### config.mk
export PLATFORM = sky130hd
export DESIGN_NAME = payload_match_ctrl
export DESIGN_NICKNAME = d
export VERILOG_FILES = /design/src/rtl/payload_match_ctrl.sv
export SDC_FILE = /design/constraint.sdc
export NUM_CORES = 1
export LEC_CHECK = 0
export CAP_MARGIN = 20
export CORE_MARGIN = 8
export CORE_UTILIZATION = 55
export CTS_CLUSTER_SIZE = 10
export DETAILED_ROUTE_END_ITERATION = 12
export DONT_BUFFER_PORTS = 1
export GPL_ROUTABILITY_DRIVEN = 0
export PLACE_DENSITY = 0.68
export SETUP_SLACK_MARGIN = 0.3
export SYNTH_ARGS = -nofsm -noshare
export SYNTH_HDL_FRONTEND = slang
export SYNTH_SLANG_ARGS = --single-unit
### constraint.sdc
create_clock -name clk -period 5.6 [get_ports clk]
set_input_delay 0 -clock clk [delete_from_list [all_inputs] [get_ports clk]]
set_output_delay 0 -clock clk [all_outputs]
set_load 0.03 [all_outputs]
### src/rtl/payload_match_ctrl.sv
// Sequencer for a bank of payload-matching engines: clears, streams, drains, captures and reports matches.
// Optional PAYLOAD_MATCH_CNT_EN adds the m_cnt match-count output and a report for zero-match packets.
module payload_match_ctrl #(
    parameter int NUM_ENG   = 16,
    parameter int IDX_W     = 4,
    parameter int FLUSH_CYC = 2
) (
    input  logic               clk,
    input  logic               rst,
    input  logic               pkt_valid,
    input  logic               pkt_sop,
    input  logic               pkt_eop,
    output logic               pkt_ready,
    output logic               eng_sod,
    output logic               eng_en,
    input  logic [NUM_ENG-1:0] eng_match,
    output logic               m_valid,
    input  logic               m_ready,
    output logic [IDX_W-1:0]   m_idx,
    output logic               m_last,
`ifdef PAYLOAD_MATCH_CNT_EN
    output logic [IDX_W:0]     m_cnt,
`endif
    output logic               busy
);

    typedef enum logic [2:0] {
        IDLE,
        SOD,
        STREAM,
        FLUSH,
        CAPTURE,
        REPORT
    } state_t;

    state_t             state;
    state_t             state_nxt;
    logic [NUM_ENG-1:0] pending;
    logic [NUM_ENG-1:0] low_bit;
    logic [IDX_W-1:0]   low_idx;
    logic               single_left;
    logic [3:0]         flush_cnt;
    logic               eop_accept;

    assign eop_accept = (state == STREAM) && pkt_valid && pkt_eop;

    // Lowest pending bit as one-hot and as an index; single_left is also true for an empty vector.
    always_comb begin
        low_bit = pending & (~pending + NUM_ENG'(1));
        low_idx = '0;
        for (int unsigned i = NUM_ENG; i > 0; i--) begin
            if (pending[i-1]) begin
                low_idx = IDX_W'(i - 1);
            end
        end
        single_left = (pending & ~low_bit) == '0;
    end

`ifdef PAYLOAD_MATCH_CNT_EN
    logic [IDX_W:0] match_cnt;

    always_comb begin
        match_cnt = '0;
        for (int unsigned i = 0; i < NUM_ENG; i++) begin
            match_cnt = match_cnt + (IDX_W + 1)'(eng_match[i]);
        end
    end
`endif

    always_ff @(posedge clk or posedge rst) begin
        if (rst) begin
            state <= IDLE;
        end else begin
            state <= state_nxt;
        end
    end

    always_comb begin
        state_nxt = state;
        pkt_ready = 1'b0;
        eng_en    = 1'b0;
        eng_sod   = rst;
        m_valid   = 1'b0;
        m_idx     = '0;
        m_last    = 1'b0;
        busy      = (state != IDLE);
        case (state)
            IDLE: begin
                if (pkt_valid && pkt_sop) begin
                    state_nxt = SOD;
                end
            end
            SOD: begin
                eng_sod   = 1'b1;
                state_nxt = STREAM;
            end
            STREAM: begin
                pkt_ready = 1'b1;
                eng_en    = pkt_valid;
                if (eop_accept) begin
                    state_nxt = FLUSH;
                end
            end
            FLUSH: begin
                eng_en = 1'b1;
                if (flush_cnt <= 4'd1) begin
                    state_nxt = CAPTURE;
                end
            end
            CAPTURE: begin
`ifdef PAYLOAD_MATCH_CNT_EN
                state_nxt = REPORT;
`else
                state_nxt = (eng_match == '0) ? IDLE : REPORT;
`endif
            end
            REPORT: begin
                m_valid = 1'b1;
                m_idx   = low_idx;
                m_last  = single_left;
                if (m_ready && single_left) begin
                    state_nxt = IDLE;
                end
            end
            default: state_nxt = IDLE;
        endcase
    end

    always_ff @(posedge clk or posedge rst) begin
        if (rst) begin
            pending   <= '0;
            flush_cnt <= '0;
        end else begin
            if (eop_accept) begin
                flush_cnt <= 4'(FLUSH_CYC);
            end else if (state == FLUSH) begin
                flush_cnt <= flush_cnt - 4'd1;
            end
            if (state == CAPTURE) begin
                pending <= eng_match;
            end else if (state == REPORT && m_ready) begin
                pending <= pending & ~low_bit;
            end
        end
    end

`ifdef PAYLOAD_MATCH_CNT_EN
    always_ff @(posedge clk or posedge rst) begin
        if (rst) begin
            m_cnt <= '0;
        end else if (state == CAPTURE) begin
            m_cnt <= match_cnt;
        end
    end
`endif

endmodule

After elaboration in Yosys (flattened, before gate mapping)
Index checks and enable logic that the tools add are counted.
W data, S select, Z words.
- bits in registers: 23
- bits of input ports: 22
- output and inout port bits: 10
- logic and storage cells: 63
- add/sub/neg operators: 2
- order comparisons: 1
- equal/unequal tests: 9
- multiplexer cells: 32
- bitwise logic cells: 4
- reductions and logical operators: 12
- operator list (cell ; count):
    $mux W4 ; 19
    $and A16 B16 Y16 ; 2
    $logic_not A16 Y1 ; 2
    $mux W16 ; 2
    $not A16 Y16 ; 2
    $pmux W3 S6 ; 1
    $add A16 B1 Y16 const B ; 1
    $mux W3 ; 5
    $ne A2 B2 Y1 const B ; 4
    $eq A3 B2 Y1 const B ; 2
    $eq A3 B3 Y1 const B ; 2
    $logic_and A1 B1 Y1 ; 5
    $le A4 B1 Y1 const B ; 1
    $mux W1 ; 4
    $reduce_and A4 Y1 ; 1
    $reduce_bool A2 Y1 ; 2
    $sub A4 B1 Y4 const B ; 1
    $eq A3 B1 Y1 const B ; 1
    $logic_not A3 Y1 ; 1
    $reduce_bool A3 Y1 ; 1
    $pmux W1 S2 ; 1

Logic depth before layout (Yosys ltp)
Gate-level depths: netlist (run 1).
- word-level depth: 17
- mapped depth: 10
- mapped depth without buffers: 7

Least setup slack after synthesis (run 1)
No wires, ideal clock.
- path kind: register to output
- from: register pending[12]
- to: output m_idx[1]
- arrival time: 2602 ps
- required time: 5600 ps
- slack: 2998 ps
- stages on the path, launching flop included: 6
- path buffers: 0
- cells stage by stage: dfrtp_1 nor2_2 o21ai_0 a21oi_1 o31ai_1 a2111oi_0
- cells in the longest elaborated chain, start to end: 14
- RTL lines (what ; RTL line ; text):
    from (decl) ; 38 ; logic [NUM_ENG-1:0] pending;
    from (signal assigned) ; 140 ; pending <= eng_match;
    from (signal assigned) ; 142 ; pending <= pending & ~low_bit;
    $mux W4 (13 in series) ; 52 ; if (pending[i-1]) begin
    $mux W4 ; 87 ; case (state)
    to (decl) ; 19 ; output logic [IDX_W-1:0] m_idx,
Every way passes these cells.

Worst setup path in the final report (run 1)
- from: register pending[2]
- to: output m_last
- cells in the longest elaborated chain, start to end: 7
- RTL lines (what ; RTL line ; text):
    $not A16 Y16 ; 49 ; low_bit = pending & (~pending + NUM_ENG'(1));
    $add A16 B1 Y16 ; 49 ;
    $and A16 B16 Y16 ; 49 ;
    $not A16 Y16 ; 56 ; single_left = (pending & ~low_bit) == '0;
    $and A16 B16 Y16 * ; 56 ;
    $logic_not A16 Y1 * ; 56 ;
    $mux W1 * ; 87 ;
    to (decl) ; 20 ; output logic m_last,
Mark *: on every way between the ends. The rest lies on a longest branch, timed or not.

==> summary.md, run 1 <==
| Metric | Value |
|---|---|
| Run status | finished, final reports clean |
| Stage delay of the slowest cell on the critical path | 0.52 ns |
| Transition time at the pin with the least slew margin | 1.06 ns |
| Proportion of layout cells with a drive suffix above 1 | 9.39% |
| Number of warnings issued by yosys | 0 |
| Top cell type by total area after synthesis | dfrtp_1 |
| Core Box Area | 2780 µm² |
| Number of buffer and inverter instances along the worst setup path | 0 |
| Final count of negative-setup-slack endpoints | 0 |
| Mean Syn Cell Area | 8.24 µm² |
| Boundary Pins | 32 |
| Count of nets left with antenna violations after detail routing | 0 |
| Fraction of registers with async set or reset after synthesis | 100% |
| Required time of the critical path | 5.60 ns |
| # clock sinks | 23 |
| Total Routed Length | 4450 µm |
| GR Overflow Total | 0 |
| Switching Share | 50.1% |
| H-tree lvl count | 1 |
| Horizontal die dimension | 70.2 µm |
| Cell at the root of the clock tree | clkbuf_4 |
| Die footprint | 4930 µm² |
| Post-layout minimum cycle time | 2.98 ns |
| Leading register cell type out of synthesis | dfrtp_1 |
| Peak clock frequency supported by timing | 336 MHz |
| Net switching power | 0.508 mW |
| Critical Path, Cell by Cell | nor4_4 > and2_4 > nand3_4 > maj3_2 > or4_4 > nor3b_2 |
| Average routed wire per standard cell | 18.2 µm |
| Endpoint type of the worst setup path | output port |
| Antenna cells | 0 |
| Share of power burned in the clock network | 8.0% |
| Worst hold path stage count | 4 |
| Startpoint-to-endpoint class of the critical path | flop to output port |
| Post-route design area | 1880 µm² |
| Clk_lat worst skew | 0.33 ns |
| Clock slew at the register clock pins of the worst setup and hold paths | 0.13 ns |
| Number of enable flip-flop cells after synthesis | 0 |
| Largest cells by area after synthesis | dfrtp_1 36%, a22o_1 7.0%, nor2_1 6.7% |
| Count of distinct cell types in the synthesized netlist | 49 |
| DP Area | 1640 µm² |
| Number of port buffers | 0 |
| Unrepaired setup endpoints after global routing | no |
| Flop and latch count out of synthesis | 23 |
| Via count | 1,570 |
| Ratio of total power to cell area | 540 nW/µm² |
| Type of origin of the critical path | flop |
| Critical path's top delay family | simple AND/OR/NAND/NOR gates |
| Height of the chip | 70.2 µm |
| Sequential area share after synthesis | 35.6% |
| Clock buffer count from CTS | 3 |
| Filler Cells Inserted | 221 |
| Max transition margin | 29.0% |
| Synth-to-Final Area Change | 16.3% |
| Synth top area share | 35.6% |
| Drt initial violations | 144 |
| Post-Synthesis Net Count | 220 |
| Layout net count | 238 |
| Number of cells on the worst reg-to-reg path | 7 |
| Mapped cell area | 1620 µm² |
| Final hold violation count | 0 |
| Internal power | 0.507 mW |
| Fraction of the cycle the final worst path needs | 53.2% |
| CTS Buffer Depth | 2 |
| Worst min-delay path category | input port to flop |
| Pin count of the biggest net entering global routing | 25 |
| Clock tree from TritonCTS | yes |
| Combined flip-flop and latch cell area | 576 µm² |
| Static Leak | 0.801 nW |
| Critical path arrival | 2.98 ns |
| Worst R2R Setup Slack | 2.71 ns |
| Sum of negative setup slack | 0 ns |
| Number of gates on the worst path with buffers counted | 6 |
| Clock skew after layout | 0.00797 ns |
| Number of optimization iterations in the first detailed-route pass | 4 |
| Most frequent cell after synthesis | nor2_1 |
| Combined global-route utilization of all metal layers | 17.9% |
| Initial core utilization | 58.1% |
| First-pass GRT wire length | 7360 µm |
| Number of max-cap violations | 0 |
| Slew Limit Fails | 0 |
| Final HPWL DP | 3150 µm |
| Worst Path Max Fanout | 8 |
| Number of global-route vias before repair | 1,503 |
| Initial antenna violation count | 0 |
| Via density | 6.43 |
| Area of the multi-input gates | 958 µm² |
| Worst IR drop on VDD | 0.395 mV |
| Slowest cell on crit path | or4_4 |
| Power share of the combinational group | 54.2% |
| Synth cell count leaders | 29 x nor2_1, 23 x dfrtp_1, 16 x nand2_1 |
| Cts repair resizes | 0 |
| Sequential Power Share | 37.8% |
| Post-route DRC | 0 |
| Number of instances in the synthesized netlist | 196 |
| Cell Rows | 19 |
[stage by stage]
step / hold WS [ns] / setup slack [ns] / utilization [%] / std cells / total power, mW
floorplan: 0.00785 / 3.00 / - / 196 / 0.789
global route: 0.0830 / 2.52 / 67.5 / 244 / 1.09
global placement: -0.0491 / 3.02 / 58.8 / 218 / 0.886
finish: 0.0515 / 2.62 / 67.5 / 244 / 1.01
CTS: 0.0696 / 2.63 / 67.5 / 244 / 1.01
detailed placement: -0.0427 / 3.01 / 59.0 / 219 / 0.900
[final timing paths]
| path | start | endpoint |
|---|---|---|
| max | pending[2] | m_last |
| min | eng_match[2] | state[2] |
| max reg2reg | pending[2] | state[0] |
| min reg2reg | state[2] | state[1] |
| max in group asynchronous | rst | state[0] |
| min in group asynchronous | rst | pending[15] |
[power groups by stage]
| stage | logic [mW] | clock network, mW | registers (mW) |
|---|---|---|---|
| floorplan | 0.479 | 0 | 0.311 |
| global placement | 0.507 | 0 | 0.378 |
| detailed placement | 0.517 | 0 | 0.382 |
| CTS | 0.546 | 0.0828 | 0.378 |
| global route | 0.606 | 0.0887 | 0.395 |
| finish | 0.550 | 0.0813 | 0.383 |
[layout by cell type, fill, tap and decap left out, types with 3 or more instances in the layout]
cell type      instances
a2111oi_0              3
a211oi_1               3
a21oi_1                6
a22o_1                13
a31oi_1                3
clkbuf_4               3
dfrtp_1               23
dlygate4sd3_1         21
inv_1                 13
nand2_1               16
nand3_1                4
nor2_1                29
nor3_1                 7
nor4_1                 7
o21ai_0               15
xnor2_1                3
[sequential cells by signal, summed over array words and instances (netlist names)]
signal,flops
pending,16
flush_cnt,4
state,3
[worst reg2reg max path: cells and delay by family (launching register included)]
kind	cells	cell delay (ns)
AOI/OAI and AO/OA	3	0.97
buffers and inverters	1	0.55
DFF	1	0.50
and+or+nand+nor	3	0.76
[routing by layer]
metal	GRT usage, %	share of wire, %	vias up	wire length [µm]
met5	0	0	-	0
met4	4.69	1.4	0	63
met3	3.81	6.9	7	305
met2	29.9	49	57	2200
met1	22.6	42	744	1880
li1	-	-	762	-
[cells by family after synthesis]
family / count (synthesis) / share of synthesized area (%)
fa+ha+maj: 3 / 2.25
mux: 1 / 0.620
simple gates: 80 / 26.7
buf+inv: 24 / 5.73
xor+xnor: 3 / 1.63
compound gates: 62 / 27.4
flops: 23 / 35.6
[timing repair]
action                    in CTS  in global routing
hold buffers                  21                  0
hold endpoints to repair      44                  0
buffers inserted               0                  0
[cell type report]
type | count | area share (%)
well taps | 31 | 2.07
clock buffers | 4 | 1.40
inverters | 13 | 2.60
multi-input cells | 149 | 51.0
flip-flops and latches | 23 | 30.6
repair buffers | 24 | 12.3
Note: power is estimated with default switching activity, not from simulation.
==> run 2: changes to the inputs <==
--- a/config.mk
+++ b/config.mk
@@ -5,6 +5,7 @@
 export SDC_FILE = /design/constraint.sdc
 export NUM_CORES = 1
 export LEC_CHECK = 0
+export ABC_AREA = 1
 export CAP_MARGIN = 20
 export CORE_MARGIN = 8
 export CORE_UTILIZATION = 55
==> constraint.sdc (replaced) <==
create_clock -name clk -period 3 [get_ports clk]
set_input_delay 0 -clock clk [delete_from_list [all_inputs] [get_ports clk]]
set_output_delay 0 -clock clk [all_outputs]
set_load 0.03 [all_outputs]
==> summary.md, run 2 <==
| Metric | Value |
|---|---|
| Run status | finished, final reports clean |
| Stage delay of the slowest cell on the critical path | 0.46 ns (-0.06 ns) |
| Flop and latch count out of synthesis | 23 (unchanged) |
| Mean Syn Cell Area | 6.86 µm² (-17%) |
| Drt initial violations | 174 (+21%) |
| Horizontal die dimension | 69.9 µm (-0.42%) |
| Destination of the worst register-to-register timing path | flush_cnt[3] |
| Clk_lat worst skew | 0.32 ns (about the same) |
| Clock buffer count from CTS | 3 (unchanged) |
| Max transition margin | 29.5% (+0.54 points) |
| Die footprint | 4890 µm² (-0.84%) |
| Height of the chip | 69.9 µm (-0.42%) |
| Filler Cells Inserted | 248 (+12%) |
| Critical path's top delay family | simple AND/OR/NAND/NOR gates |
| Static Leak | 0.908 nW (+13%) |
| GR Overflow Total | 0 (unchanged) |
| Worst min-delay path category | input port to flop |
| Internal power | 0.847 mW (+67%) |
| Fraction of registers with async set or reset after synthesis | 100% (unchanged) |
| Net switching power | 0.910 mW (+79%) |
| Post-route design area | 1880 µm² (+0.20%) |
| Boundary Pins | 32 (unchanged) |
| DP Area | 1650 µm² (+0.23%) |
| Initial antenna violation count | 0 (unchanged) |
| Number of warnings issued by yosys | 0 (unchanged) |
| Synth-to-Final Area Change | 17.8% |
| Final HPWL DP | 3450 µm (+9.6%) |
| Antenna cells | 0 (unchanged) |
| Synth cell count leaders | 57 x nand2_1, 32 x inv_1, 26 x nor2_1 |
| Share of power burned in the clock network | 8.3% (+0.3 points) |
| Cts repair resizes | 0 (unchanged) |
| Initial core utilization | 57.9% (-0.13 points) |
| Final hold violation count | 0 (unchanged) |
| Slew Limit Fails | 0 (unchanged) |
| Ratio of total power to cell area | 934 nW/µm² (+73%) |
| Number of setup buffers added after CTS | 0 (unchanged) |
| Clock skew after layout | 0.00757 ns (-0.000401 ns) |
| Startpoint-to-endpoint class of the critical path | flop to output port |
| Number of buffer and inverter instances along the worst setup path | 0 (unchanged) |
| Average routed wire per standard cell | 15.5 µm (-15%) |
| H-tree lvl count | 1 (unchanged) |
| Worst Slack Setup Final | 0.774 ns (-1.85 ns) |
| Multiplexer fraction of the synthesized cell area | 0% (-0.62 points) |
| Post-route DRC | 0 (unchanged) |
| Via count | 1,652 (+5.2%) |
| Number of cells on the worst reg-to-reg path | 7 (unchanged) |
| First-pass GRT wire length | 7580 µm (+3.0%) |
| Post-layout minimum cycle time | 2.23 ns |
| Final count of negative-setup-slack endpoints | 0 (unchanged) |
| Largest cells by area after synthesis | dfrtp_1 36%, nand2_1 13%, inv_1 7.5% |
| Most common cell after layout, fill and taps aside | nand2_1 |
| Pre-CTS setup slack | 0.988 ns (-2.02 ns) |
| Switching Share | 51.8% (+1.7 points) |
| Endpoint type of the worst setup path | output port |
| Worst reg2reg path startpoint | state[2] |
| Top cell type by total area after synthesis | dfrtp_1 |
| Commonest cells after routing, fill and taps aside | 57 x nand2_1, 32 x inv_1, 26 x nor2_1 |
| Critical Path, Cell by Cell | nor2_1 > nand2_1 > nor2_4 > nand2_1 > nand2_1 > nand2_1 > nor2_1 > nand3_1 > nor2_1 |
| Post-synthesis simple-gate area fraction | 33.9% (+7.2 points) |
| Xor and xnor fraction of the mapped netlist area | 0% (-1.6 points) |
| Number of port buffers | 0 (unchanged) |
| Number of max-cap violations | 0 (unchanged) |
| Cell at the root of the clock tree | clkbuf_4 |
| Most prevalent standard cell on the critical path | nand2_1 |
| Clock slew at the register clock pins of the worst setup and hold paths | 0.12 ns (about the same) |
| Destination of the critical timing path | m_last |
| Top flop regs | pending (16), flush_cnt (4), state (3) |
| Worst Path Max Fanout | 5 (-3) |
| Unrepaired setup endpoints after global routing | no |
| Peak clock frequency supported by timing | 449 MHz |
| Type of origin of the critical path | flop |
| Launch point of the critical path | pending[4] |
| Transition time at the pin with the least slew margin | 1.05 ns (-0.0106 ns) |
| Sequential Power Share | 35.2% (-2.6 points) |
| Synth top area share | 36.0% (+0.39 points) |
| Power share of the combinational group | 56.5% (+2.3 points) |
| Number of instances in the synthesized netlist | 233 (+19%) |
| Worst IR drop on VDD | 0.741 mV (+88%) |
| Number of global-route vias before repair | 1,657 (+10%) |
| CTS Buffer Depth | 2 (unchanged) |
| Sum of negative setup slack | 0 ns (unchanged) |
| Number of optimization iterations in the first detailed-route pass | 6 (+2) |
| Compound-Gate Fraction of Synth Area | 18.7% (-8.7 points) |
| Post-Synthesis Net Count | 257 (+17%) |
| Worst R2R Setup Slack | 0.92 ns (-1.79 ns) |
| Required time of the critical path | 3.00 ns (-2.60 ns) |
| Core Box Area | 2760 µm² (-0.85%) |
| Layout net count | 284 (+19%) |
| Mapped cell area | 1600 µm² (-1.1%) |
| Slowest cell on crit path | nor2_1 |
| # clock sinks | 23 (unchanged) |
| Cell Rows | 19 (unchanged) |
| Leading register cell type out of synthesis | dfrtp_1 |
| Pin count of the biggest net entering global routing | 25 (unchanged) |
| Fraction of the mapped netlist area in adder cells | 1.57% (-0.68 points) |
| Combined global-route utilization of all metal layers | 18.4% (+0.50 points) |
| Largest register by flop count | pending |
| Most frequent cell after synthesis | nand2_1 |
| Number of gates on the worst path with buffers counted | 9 (+3) |
| Sequential area share after synthesis | 36.0% (+0.39 points) |
| Critical path arrival | 2.23 ns (-0.75 ns) |
| Via density | 5.70 (-11%) |
| Total Routed Length | 4490 µm (+1.0%) |
| Fraction of the cycle the final worst path needs | 74.2% |
| Count of nets left with antenna violations after detail routing | 0 (unchanged) |
| Number of enable flip-flop cells after synthesis | 0 (unchanged) |
| Flip-flop count of the largest register after layout | 16 (unchanged) |
| Clock tree from TritonCTS | yes |
| Count of distinct cell types in the synthesized netlist | 31 (-37%) |
| Proportion of layout cells with a drive suffix above 1 | 8.88% (-0.51 points) |
| Dominant combinational cell family by area after synthesis | simple AND/OR/NAND/NOR gates |
[run 2: repair_timing]
action | in CTS | in global routing
endpoints found under the hold margin | 45 | 0
endpoints found under the setup margin | 0 | 0
hold buffers | 21 | 0
[run 2: through the flow]
step           instances  hold WS [ns]  utilization, %  total power [mW]
6_report             290        0.0307            68.2              1.76
5_1_grt              290        0.0254            68.2              1.92
4_1_cts              290        0.0185            68.2              1.75
3_5_place_dp         265       -0.0413            59.7              1.57
3_3_place_gp         265       -0.0448            59.7              1.55
2_1_floorplan        233        0.0103               -              1.37
[run 2: metal layers]
| layer | share of wire (%) | vias up | track usage [%] |
|---|---|---|---|
| met5 | 0 | - | 0 |
| met3 | 8.2 | 10 | 4.66 |
| li1 | - | 823 | - |
| met2 | 48 | 74 | 30.4 |
| met1 | 42 | 745 | 22.5 |
| met4 | 2.0 | 0 | 6.25 |
[run 2: logic make-up after synthesis]
group           after synthesis
compound gates               51
fa+ha+maj                     2
buf+inv                      39
flops                        23
simple gates                118
[run 2: worst min-delay path by stage]
stage | cells past startpoint | end | slack (ns) | start
3_5_place_dp | 2 | flush_cnt[3] | -0.04 | rst
6_report | 3 | pending[6] | 0.03 | m_ready
4_1_cts | 4 | pending[15] | 0.02 | m_ready
2_1_floorplan | 1 | flush_cnt[0] | 0.01 | rst
3_3_place_gp | 2 | flush_cnt[3] | -0.04 | rst
5_1_grt | 3 | pending[6] | 0.03 | m_ready
[run 2: power by group through the flow]
| stage | clock network [mW] | registers, mW | logic (mW) |
|---|---|---|---|
| floorplan | 0 | 0.581 | 0.786 |
| global placement | 0 | 0.611 | 0.936 |
| detailed placement | 0 | 0.620 | 0.953 |
| CTS | 0.154 | 0.612 | 0.982 |
| global route | 0.167 | 0.635 | 1.12 |
| finish | 0.147 | 0.618 | 0.992 |
[run 2: worst min-delay path, cell delays in order]
cell and delay [ns]:
nand2_2 0.05, o21ai_0 0.15, a32o_1 0.12
[run 2: final cells by class]
class                   instances  area [µm²]  area share, %
multi-input cells             171         866           46.0
flip-flops and latches         23         576           30.6
repair buffers                 25         240           12.8
inverters                      36         135           7.18
well taps                      31        38.8           2.06
clock buffers                   4        26.3           1.40
